`config.mk`:
```
export PLATFORM = sky130hd
export DESIGN_NAME = level_sensor_conditioner
export DESIGN_NICKNAME = d
export VERILOG_FILES = /design/src/rtl/level_pkg.sv /design/src/rtl/level_debounce.sv /design/src/rtl/level_sensor_conditioner.sv
export SDC_FILE = /design/constraint.sdc
export NUM_CORES = 1
export LEC_CHECK = 0
export ABC_AREA = 1
export BUFFER_PORTS_ARGS = -buffer_cell sky130_fd_sc_hd__buf_2
export CAP_MARGIN = 20
export CORE_AREA = 5 5 81 83
export DETAILED_ROUTE_END_ITERATION = 6
export DIE_AREA = 0 0 86 88
export PLACE_DENSITY = 0.56
export SLEW_MARGIN = 20
export SYNTH_ARGS = -nofsm -noshare
export SYNTH_HDL_FRONTEND = slang
export SYNTH_SLANG_ARGS = --single-unit
```
`constraint.sdc`:
```
create_clock -name clk -period 2.9 [get_ports clk]
set_input_delay 0.29 -clock clk [delete_from_list [all_inputs] [get_ports clk]]
set_output_delay 0.29 -clock clk [all_outputs]
set_load 0.005 [all_outputs]
```
`src/rtl/level_pkg.sv`:
```
// Shared types and constants for the tank level-sensor conditioning path.
package level_pkg;

  typedef enum logic {
    STABLE  = 1'b0,
    PENDING = 1'b1
  } deb_state_t;

  localparam logic [1:0] P_NORMAL  = 2'b00;
  localparam logic [1:0] P_INCONS  = 2'b01;
  localparam logic [1:0] P_CHATTER = 2'b10;

  localparam int LVL_LOW  = 0;
  localparam int LVL_HIGH = 1;

endpackage

```
`src/rtl/level_debounce.sv`:
```
// One sensor channel: two-flop synchroniser followed by a STABLE/PENDING debounce FSM.
// abort pulses for one cycle when a pending change is abandoned.
module level_debounce
  import level_pkg::*;
#(
  parameter int DEBOUNCE_CYCLES = 16
) (
  input  logic clk,
  input  logic reset,
  input  logic raw,
  output logic level,
  output logic abort
);

  localparam int CW = $clog2(DEBOUNCE_CYCLES) + 1;
  // The sample that enters PENDING is the first of the required run, so
  // cnt tracks the additional samples and acceptance happens one short.
  localparam logic [CW-1:0] CNT_LAST = CW'(DEBOUNCE_CYCLES - 2);

  logic [1:0]    sync_reg;
  logic          sync;
  deb_state_t    state_reg;
  logic [CW-1:0] cnt_reg;
  logic          level_reg;

  assign sync  = sync_reg[1];
  assign level = level_reg;
  assign abort = (state_reg == PENDING) && (sync == level_reg);

  always_ff @(posedge clk or posedge reset) begin
    if (reset) begin
      sync_reg  <= '0;
      state_reg <= STABLE;
      cnt_reg   <= '0;
      level_reg <= 1'b0;
    end else begin
      sync_reg <= {sync_reg[0], raw};
      case (state_reg)
        STABLE: begin
          if (sync != level_reg) begin
            state_reg <= PENDING;
            cnt_reg   <= '0;
          end
        end
        PENDING: begin
          if (sync == level_reg) begin
            state_reg <= STABLE;
            cnt_reg   <= '0;
          end else if (cnt_reg == CNT_LAST) begin
            level_reg <= sync;
            state_reg <= STABLE;
            cnt_reg   <= '0;
          end else begin
            cnt_reg <= cnt_reg + 1'b1;
          end
        end
        default: begin
          state_reg <= STABLE;
          cnt_reg   <= '0;
        end
      endcase
    end
  end

endmodule

```
`src/rtl/level_sensor_conditioner.sv`:
```
// Debounces both level sensors, detects chatter and implausible combinations,
// and produces the A level code and P fault code for the downstream level FSM.
module level_sensor_conditioner
  import level_pkg::*;
#(
  parameter int DEBOUNCE_CYCLES = 16,
  parameter int INCONS_CYCLES   = 64,
  parameter int WINDOW_CYCLES   = 1024,
  parameter int CHATTER_MAX     = 8
) (
  input  logic       clk,
  input  logic       reset,
  input  logic [1:0] raw_level,
  input  logic       fault_clr,
  output logic [1:0] A,
  output logic [1:0] P,
  output logic [1:0] chatter_ch
);

  localparam int WW = $clog2(WINDOW_CYCLES) + 1;
  localparam int AW = $clog2(CHATTER_MAX) + 1;
  localparam int IW = $clog2(INCONS_CYCLES) + 1;
  localparam logic [WW-1:0] WIN_LAST = WW'(WINDOW_CYCLES - 1);
  localparam logic [AW-1:0] AB_MAX   = AW'(CHATTER_MAX);
  localparam logic [IW-1:0] INC_MAX  = IW'(INCONS_CYCLES);

  logic [1:0]    level_deb;
  logic [1:0]    abort;
  logic [1:0]    chat_cur;
  logic [1:0]    chat_next;
  logic [WW-1:0] win_cnt_reg;
  logic          win_wrap;
  logic [IW-1:0] incons_cnt_reg;
  logic [IW-1:0] incons_cnt_next;
  logic          incons_reg;
  logic          incons_next;
  logic          implausible;
  logic [1:0]    p_reg;
  logic [1:0]    p_next;

  assign win_wrap = (win_cnt_reg == WIN_LAST);

  always_ff @(posedge clk or posedge reset) begin
    if (reset) begin
      win_cnt_reg <= '0;
    end else begin
      win_cnt_reg <= win_wrap ? '0 : win_cnt_reg + 1'b1;
    end
  end

  genvar gi;
  generate
    for (gi = 0; gi < 2; gi++) begin : g_ch
      logic [AW-1:0] ab_cnt_reg;
      logic [AW-1:0] ab_cnt_next;
      logic          chat_reg;
      logic          chat_nxt;

      level_debounce #(
        .DEBOUNCE_CYCLES(DEBOUNCE_CYCLES)
      ) u_deb (
        .clk  (clk),
        .reset(reset),
        .raw  (raw_level[gi]),
        .level(level_deb[gi]),
        .abort(abort[gi])
      );

      // An abort on the wrap edge is the first event of the new window.
      always_comb begin
        ab_cnt_next = ab_cnt_reg;
        if (win_wrap) begin
          ab_cnt_next = abort[gi] ? AW'(1) : '0;
        end else if (abort[gi] && (ab_cnt_reg != AB_MAX)) begin
          ab_cnt_next = ab_cnt_reg + 1'b1;
        end
        chat_nxt = chat_reg;
        if (fault_clr && (ab_cnt_reg < AB_MAX)) begin
          chat_nxt = 1'b0;
        end
        if (ab_cnt_next == AB_MAX) begin
          chat_nxt = 1'b1;
        end
      end

      always_ff @(posedge clk or posedge reset) begin
        if (reset) begin
          ab_cnt_reg <= '0;
          chat_reg   <= 1'b0;
        end else begin
          ab_cnt_reg <= ab_cnt_next;
          chat_reg   <= chat_nxt;
        end
      end

      assign chat_cur[gi]  = chat_reg;
      assign chat_next[gi] = chat_nxt;
    end
  endgenerate

  // High sensor wet while low sensor dry cannot happen in a real tank.
  assign implausible = level_deb[LVL_HIGH] && !level_deb[LVL_LOW];

  always_comb begin
    incons_cnt_next = '0;
    if (implausible) begin
      incons_cnt_next = (incons_cnt_reg == INC_MAX) ? incons_cnt_reg : incons_cnt_reg + 1'b1;
    end
    incons_next = incons_reg;
    if (fault_clr && !implausible) begin
      incons_next = 1'b0;
    end
    if (incons_cnt_next == INC_MAX) begin
      incons_next = 1'b1;
    end
  end

  always_comb begin
    p_next = P_NORMAL;
    if (incons_next) begin
      p_next = P_INCONS;
    end else if (|chat_next) begin
      p_next = P_CHATTER;
    end
  end

  always_ff @(posedge clk or posedge reset) begin
    if (reset) begin
      incons_cnt_reg <= '0;
      incons_reg     <= 1'b0;
      p_reg          <= P_NORMAL;
    end else begin
      incons_cnt_reg <= incons_cnt_next;
      incons_reg     <= incons_next;
      p_reg          <= p_next;
    end
  end

  assign A          = level_deb;
  assign P          = p_reg;
  assign chatter_ch = chat_cur;

endmodule

```
### After elaboration in Yosys (flattened, before gate mapping)

Cells that the tools add are included.
W data, S select, Z words.

| cells by class | value |
|---|---|
| add/subtract/negate cells | 6 |
| magnitude comparators | 2 |
| eq/ne operators | 15 |
| mux-type cells | 33 |
| bitwise logic cells | 4 |
| reductions and logical operators | 13 |

Operator list:

| cell | count |
|---|---|
| $mux W5 | 6 |
| $pmux W5 S2 | 2 |
| $mux W4 | 4 |
| $eq A7 B7 Y1 const B | 2 |
| $mux W1 | 14 |
| $mux W7 | 2 |
| $add A11 B1 Y11 const B | 1 |
| $eq A11 B10 Y1 const B | 1 |
| $mux W11 | 1 |
| $add A5 B1 Y5 const B | 2 |
| $eq A5 B4 Y1 const B | 2 |
| $add A4 B1 Y4 const B | 2 |
| $eq A4 B4 Y1 const B | 2 |
| $logic_and A1 B1 Y1 | 8 |
| $lt A4 B4 Y1 const B | 2 |
| $ne A4 B4 Y1 const B | 2 |
| $add A7 B1 Y7 const B | 1 |
| $reduce_and A3 Y1 | 2 |
| $mux W2 | 2 |
| $ne A2 B1 Y1 const B | 2 |
| $not A1 Y1 | 4 |
| $pmux W1 S2 | 2 |
| $eq A1 B1 Y1 | 2 |
| $logic_not A1 Y1 | 2 |
| 2 further kinds | 3 |

| storage, ports and cells | value |
|---|---|
| flip-flop bits (word level) | 49 |

### Longest topological paths before layout

Gate-level depths: netlist of run 1.

| logic depth | value |
|---|---|
| depth after elaboration | 10 |
| depth in mapped cells | 13 |
| gate-level depth less buffers | 13 |

### Hierarchy

From an unflattened synthesis of run 1, not the netlist that was laid out.

| second synthesis, totals | value |
|---|---|
| cell total of the unflattened synthesis | 327 |
| area total of the unflattened synthesis | 2658.8 um2 |

Modules (own cells, without submodules):

| module | times used | cells each | area each (um2) |
|---|---|---|---|
| level_sensor_conditioner | 1 | 205 | 1682.9 |
| level_debounce | 2 | 61 | 488.0 |

### Worst setup path before layout of run 1

OpenSTA, ideal clock, no wires.

| timing path | value |
|---|---|
| kind | register to register |
| start | reg win_cnt_reg[0] |
| end | reg p_reg[1] (netlist: P[1]) |
| arrival | 1344 ps |
| data required time | 2784 ps |
| path slack | 1440 ps |
| stages on the path, launching flop included | 13 |
| buffers on the path | 1 |
| clock period less this slack | 1460 ps |
| cells stage by stage | dfrtp_1 > ha_1 > nand2_2 > nor2_4 > nand3_2 > buf_6 > nand3_1 > nand2_1 > inv_1 > nand2_1 > nand2_2 > nor2_2 > nor2_2 |

| between the ends | value |
|---|---|
| word-level cells in the longest chain between the ends | 7 |
| elaborated cells on any way between the ends | 10 |
| those cells by class | eq/ne: 3; mux: 6; reduce/logical: 1 |

Ends and longest elaborated chain:

| element | RTL line | text |
|---|---|---|
| start: declaration | level_sensor_conditioner.sv:31 | `logic [WW-1:0] win_cnt_reg;` |
| start signal: assignment | level_sensor_conditioner.sv:47 | `win_cnt_reg <= win_wrap ? '0 : win_cnt_reg + 1'b1;` |
| $eq A11 B10 Y1 | level_sensor_conditioner.sv:41 | `assign win_wrap = (win_cnt_reg == WIN_LAST);` |
| $mux W4 | level_sensor_conditioner.sv:72 | `if (win_wrap) begin` |
| $eq A4 B4 Y1 | level_sensor_conditioner.sv:81 | `if (ab_cnt_next == AB_MAX) begin` |
| $mux W1 | level_sensor_conditioner.sv:81 |  |
| net g_ch[0].chat_nxt | level_sensor_conditioner.sv:57 | `logic chat_nxt;` |
| $reduce_or A2 Y1 | level_sensor_conditioner.sv:122 | `end else if (\|chat_next) begin` |
| $mux W2 | level_sensor_conditioner.sv:122 |  |
| $mux W2 | level_sensor_conditioner.sv:120 | `if (incons_next) begin` |
| net p_next[1] | level_sensor_conditioner.sv:39 | `logic [1:0] p_next;` |
| end signal: assignment | level_sensor_conditioner.sv:135 | `p_reg <= p_next;` |
| end: declaration | level_sensor_conditioner.sv:38 | `logic [1:0] p_reg;` |

The timed path passes the listed nets, and every way through them passes these cells.
A chain may end at the register's enable or synchronous reset.

### Final worst setup path of run 1

| timing path | value |
|---|---|
| start | reg win_cnt_reg[0] |
| end | reg p_reg[1] (netlist: P[1]) |

| between the ends | value |
|---|---|
| word-level cells in the longest chain between the ends | 7 |
| elaborated cells on any way between the ends | 10 |
| those cells by class | eq/ne: 3; mux: 6; reduce/logical: 1 |

Ends and longest elaborated chain:

| element | RTL line | text |
|---|---|---|
| $eq A11 B10 Y1 | level_sensor_conditioner.sv:41 |  |
| $mux W4 | level_sensor_conditioner.sv:72 |  |
| net g_ch[0].ab_cnt_next[0] | level_sensor_conditioner.sv:55 | `logic [AW-1:0] ab_cnt_next;` |
| $eq A4 B4 Y1 | level_sensor_conditioner.sv:81 |  |
| $mux W1 | level_sensor_conditioner.sv:81 |  |
| net g_ch[0].chat_nxt | level_sensor_conditioner.sv:57 |  |
| $reduce_or A2 Y1 | level_sensor_conditioner.sv:122 |  |
| $mux W2 | level_sensor_conditioner.sv:122 |  |
| $mux W2 | level_sensor_conditioner.sv:120 |  |
| net p_next[1] | level_sensor_conditioner.sv:39 |  |

The timed path passes the listed nets, and every way through them passes these cells.

==> metrics.cfg, run 1 <==
[logic_synthesis]
synthCells=299
seq_area_frac_synth=0.476
synth_common_cells=60 x inv_1, 57 x nand2_1, 48 x dfrtp_1, 31 x nand3_1, 14 x o21ai_0
synth_area_per_cell_um2=8.43
synth_top_area_cell=dfrtp_1
syn-cell-area_um2=2520
synth.distinct_cells=24
netlist_top_cells_area=dfrtp_1 48%, inv_1 8.9%, nand2_1 8.5%
yosysWarnings=0
synth_top_area_frac=0.476
ys_ff_latch=48
synth-async-reset-ratio=1.00
synthFlopType=dfrtp_1
synth.most_common_cell=inv_1
synth.net_count=315
synth_edf_count=0

[worst_setup_path]
slowest_stage=dfrtp_1
crit_required_ns=3.11
start_kind=flop
critical-path-max-stage-delay_ns=0.36
worst_setup_path_end_kind=flop
worstPathCellList=ha_1 -> nand2_2 -> nor2_4 -> nand3_2 -> clkinv_1 -> nand3_1 -> nand2_2 -> nor2_1 -> nand2_1 -> nand2_2 -> nor2_2 -> nor2_2
reg2regPathDepth=12
critPathBufInv=1
cp_common_cell=nand2_2
r2r_slack_ns=1.14
reg2reg_from=win_cnt_reg[0]
critical_path.top_delay_family=simple AND/OR/NAND/NOR gates
critPathMaxFanout=11
cp.arrival_ns=1.97
critPathKind=reg2reg
rr_endpoint=P[1]
startpoint=win_cnt_reg[0]

[cts]
cts_root_buf=clkbuf_8
cts-htree-levels=2
cts_setup_buffers=0
hold_buffers=0
cts.sink_count=48
cts_buffer_depth=2
cts.clk_slew.worst_paths_ns=0.09
clk_latency_ns=0.30
cts_made_buffers=5
tritoncts=built
ctsResizeCount=0

[timing]
slew_viol_final=0
slew_headroom=0.445
hold_viol_final=0
period_needed_ns=1.76
hold_slack_ns=0.0887
tightestPinTransition_ns=0.831
fin_skew_ns=0.00872
finalSetupViolCount=0
post-route-period-util=0.608
rsz0062_at_grt=false
max_freq_mhz=568
setup_tns_ns=0

[die]
die_x_um=86
core-area_um2=5780
die_h_um=88
rows=28
dieArea_um2=7570
start_util=0.436
io_pins=11

[global_routing]
track_usage=0.132
grt_overflow=0
grt_pass1_wl_mm=7.87
grt_pass1_vias=1816
grt_max_degree=49
antenna_found_initial=0

[final_layout]
syn_to_final_growth_pct=8.09
final_util=0.471
drive_gt1_frac=0.135
largest_reg_flops=11
diodes=0
final_nets=326
design_area_um2=2730

[pwr]
ir_worst_vdd_mv=0.250
p_per_area_nw_per_um2=626
finalPower_mw=1.71
leakage_nw=1.51

[routing]
wire_per_inst_um=11.2
firstDrtPassIters=4
vias=1802
drc=0
drt-total-wl_mm=4.32
final_antenna_net_count=0
via_per_inst=4.67
drtIter0Drc=53

[placement]
globalplace.congestion=0.794
io_buffers=10
dp_hpwl_mm=3.11
place_area_um2=2620

[worst_hold_path]
hp-start=raw_level[0]
holdPathStages=1
min_path_type=in2reg
min_to=g_ch[0].u_deb.sync_reg[0]

[run]
drv_cap=0

[status]
status=completed

==> cells by family (layout without fill, tap and decap cells) <==
logic type               count (synthesis)  after routing  synth area share
AO/OA/AOI/OAI                           20             20            0.0417
XOR/XNOR                                15             15            0.0521
adder cells (fa/ha/maj)                 11             11            0.0546
buffers and inverters                   70             82             0.115
flip-flops                              48             48             0.476
AND/OR/NAND/NOR                        135            135             0.261
==> power by group <==
| part | switching [mW] | internal (mW) | leakage (nW) | total, mW |
|---|---|---|---|---|
| Combinational | 0.239 | 0.156 | 0.844 | 0.396 |
| Sequential | 0.0765 | 0.752 | 0.611 | 0.828 |
| Clock | 0.227 | 0.256 | 0.0552 | 0.483 |
| Total | 0.543 | 1.16 | 1.51 | 1.71 |
==> stage by stage <==
stage          instances  setup WS, ns
2_1_floorplan        299          1.44
3_3_place_gp         378          1.20
3_5_place_dp         378          1.13
4_1_cts              386          1.12
5_1_grt              386         0.913
6_report             386          1.14
==> final cells by class <==
cell class	instances	area (um2)
fillers	559	3060
flip-flops and latches	48	1200
multi-input cells	181	1030
inverters	64	241
well taps	75	93.8
clock buffers	6	72.6
repair buffers	10	50.0
clock inverters	2	35.0
==> worst max path at each step <==
stage / end / slack, ns / cells past startpoint
2_1_floorplan: P[1] / 1.44 / 12
3_3_place_gp: P[1] / 1.20 / 12
3_5_place_dp: P[1] / 1.13 / 12
4_1_cts: P[1] / 1.12 / 12
5_1_grt: P[1] / 0.91 / 12
6_report: P[1] / 1.14 / 12
==> layout by cell type (no fill, tap or decap), types with 2 or more instances in the layout <==
cell type,instances
nand2_2,7
nand3_2,4
nand4_1,9
a21oi_1,2
nor3_1,5
o22ai_1,3
dfrtp_1,48
nor2_2,6
buf_2,10
o21ai_0,14
xnor2_1,5
inv_1,59
nand2_1,57
ha_1,11
clkinv_2,2
clkbuf_8,5
xor2_1,10
nand3_1,31
nor2_1,12
nand2_4,2
inv_2,3
==> per-layer routing <==
layer,global-route usage,share of wire
met1,0.154,0.47
met3,0.0329,0.031
met4,0.0532,0.012
met5,0,0
met2,0.231,0.49
No activity file was read; power rests on OpenSTA's default activity.
==> run 2: changes to the inputs <==
--- a/config.mk
+++ b/config.mk
@@ -11,7 +11,7 @@
 export CORE_AREA = 5 5 81 83
 export DETAILED_ROUTE_END_ITERATION = 6
 export DIE_AREA = 0 0 86 88
-export PLACE_DENSITY = 0.56
+export PLACE_DENSITY = 0.59
 export SLEW_MARGIN = 20
 export SYNTH_ARGS = -nofsm -noshare
 export SYNTH_HDL_FRONTEND = slang
==> constraint.sdc (replaced) <==
create_clock -name clk -period 1.55 [get_ports clk]
set_input_delay 0.155 -clock clk [delete_from_list [all_inputs] [get_ports clk]]
set_output_delay 0.155 -clock clk [all_outputs]
set_load 0.005 [all_outputs]
==> metrics.cfg, run 2 (synthesis gave the netlist of run 1 again) <==
[status]
status=finished, violations left
violations=negative setup slack

[timing]
hold_viol_final=0
hold_slack_ns=0.247
slew_viol_final=0
tightestPinTransition_ns=0.293
slew_headroom=0.805
setup_ws_ns=-0.0343
fin_skew_ns=0.00369
post-route-period-util=1.02
max_freq_mhz=631
finalSetupViolCount=3
rsz0062_at_grt=true
period_needed_ns=1.58

[worst_setup_path]
critPathMaxFanout=4
reg2regPathDepth=12
worst_setup_path_end_kind=flop
crit_required_ns=1.75
cp.arrival_ns=1.79
rr_endpoint=P[1]
critPathKind=reg2reg
start_kind=flop
r2r_slack_ns=-0.03
reg2reg_from=g_ch[0].ab_cnt_reg[0]

[placement]
globalplace.congestion=0.764
place_inst=394
io_buffers=10
dp_hpwl_mm=3.15
place_ws_ns=-0.0904
place_area_um2=2750

[die]
core-area_um2=5780
die_x_um=86
rows=28
io_pins=11
start_util=0.436
dieArea_um2=7570
die_h_um=88

[worst_hold_path]
min_path_type=in2reg
min_to=g_ch[1].chat_reg
holdPathStages=4
hp-start=fault_clr

[final_layout]
final_util=0.543
layout_commonest_cell=inv_1
fillers=536
final_nets=358
design_area_um2=3140
syn_to_final_growth_pct=24.6
drive_gt1_frac=0.289
diodes=0
layout_common_cells=53 x inv_1, 50 x nand2_1, 47 x dfrtp_1, 27 x nand3_1, 24 x buf_4
final_cells=418
largest_reg_flops=11

[global_routing]
grt_pass1_wl_mm=8.36
grt_pass1_vias=1976
grt_max_degree=49
antenna_found_initial=0
track_usage=0.137
grt_overflow=0

[cts]
cts_root_buf=clkbuf_8
cts_buffer_depth=2
cts-htree-levels=2
cts_made_buffers=5
cts.clk_slew.worst_paths_ns=0.09
cts.sink_count=48
clk_latency_ns=0.30
tritoncts=built

[routing]
vias=1936
final_antenna_net_count=0
wire_per_inst_um=11.0
drc=0
drt-total-wl_mm=4.60
firstDrtPassIters=6
via_per_inst=4.63
drtIter0Drc=34

[run]
drv_cap=0

[pwr]
ir_worst_vdd_mv=0.567
p_per_area_nw_per_um2=1140
leakage_nw=1.68

run 2: changes by cell type in the layout (fill, tap and decap cells not counted), moves of 6 or more:
| cell | before | now |
|---|---|---|
| nand2_2 | 7 | 14 |
| inv_1 | 59 | 53 |
| inv_2 | 3 | 10 |
| buf_4 | 0 | 24 |
| nand2_1 | 57 | 50 |
run 2: how the worst max path moves through the flow:
stage / end / start / cells after the start / slack (ns)
2_1_floorplan: P[1] / win_cnt_reg[0] / 12 / 0.09
3_3_place_gp: P[1] / g_ch[0].ab_cnt_reg[0] / 12 / -0.08
3_5_place_dp: P[1] / g_ch[0].ab_cnt_reg[0] / 12 / -0.09
4_1_cts: P[1] / g_ch[1].ab_cnt_reg[0] / 14 / -0.00005
5_1_grt: P[1] / g_ch[0].ab_cnt_reg[0] / 13 / -0.18
6_report: P[1] / g_ch[0].ab_cnt_reg[0] / 12 / -0.03
run 2: layout make-up:
cell class	instances	area, um2	area share
Multi-Input combinational cell	181	1170	0.371
Clock inverter	3	42.5	0.0135
Tap cell	75	93.8	0.0299
Sequential cell	48	1200	0.383
Clock buffer	5	68.8	0.0219
Timing Repair Buffer	42	325	0.104
Inverter	64	241	0.0769
run 2: metal layers:
| layer | global-route usage | part of all wire | routed length (um) | vias up |
|---|---|---|---|---|
| li1 | - | - | - | 1010 |
| met1 | 0.168 | 0.46 | 2110 | 901 |
| met2 | 0.235 | 0.51 | 2330 | 19 |
| met3 | 0.0282 | 0.025 | 115 | 6 |
| met4 | 0.0547 | 0.011 | 52 | 0 |
| met5 | 0 | 0 | 0 | - |
run 2: critical path: stages (launching register included):
cell	delay (ns)
dfrtp_1	0.41
inv_2	0.07
ha_1	0.16
nand3_2	0.13
buf_4	0.17
nand4_1	0.09
nand3_2	0.08
nand2_2	0.07
nor2_1	0.05
nand2_2	0.06
nand2_2	0.06
nor2_2	0.11
nor2_2	0.03
run 2: repair_timing:
item                       in CTS  in global routing
hold buffers                    3                  0
hold endpoints to repair       50                  0
resized for setup              10                 30
pin swaps                       3                 17
setup buffers                   3                 10
setup endpoints to repair       1                  6
run 2: metrics by stage:
step / total power [mW] / setup TNS, ns
2_1_floorplan: 2.17 / 0
3_3_place_gp: 2.37 / -0.0779
3_5_place_dp: 2.39 / -0.0904
4_1_cts: 3.40 / -0.0000469
5_1_grt: 3.85 / -0.522
6_report: 3.58 / -0.0622
run 2: where the power goes:
part	switching (mW)	total, mW	internal, mW
registers	0.142	1.55	1.41
clock network	0.424	0.902	0.478
logic	0.598	1.13	0.528
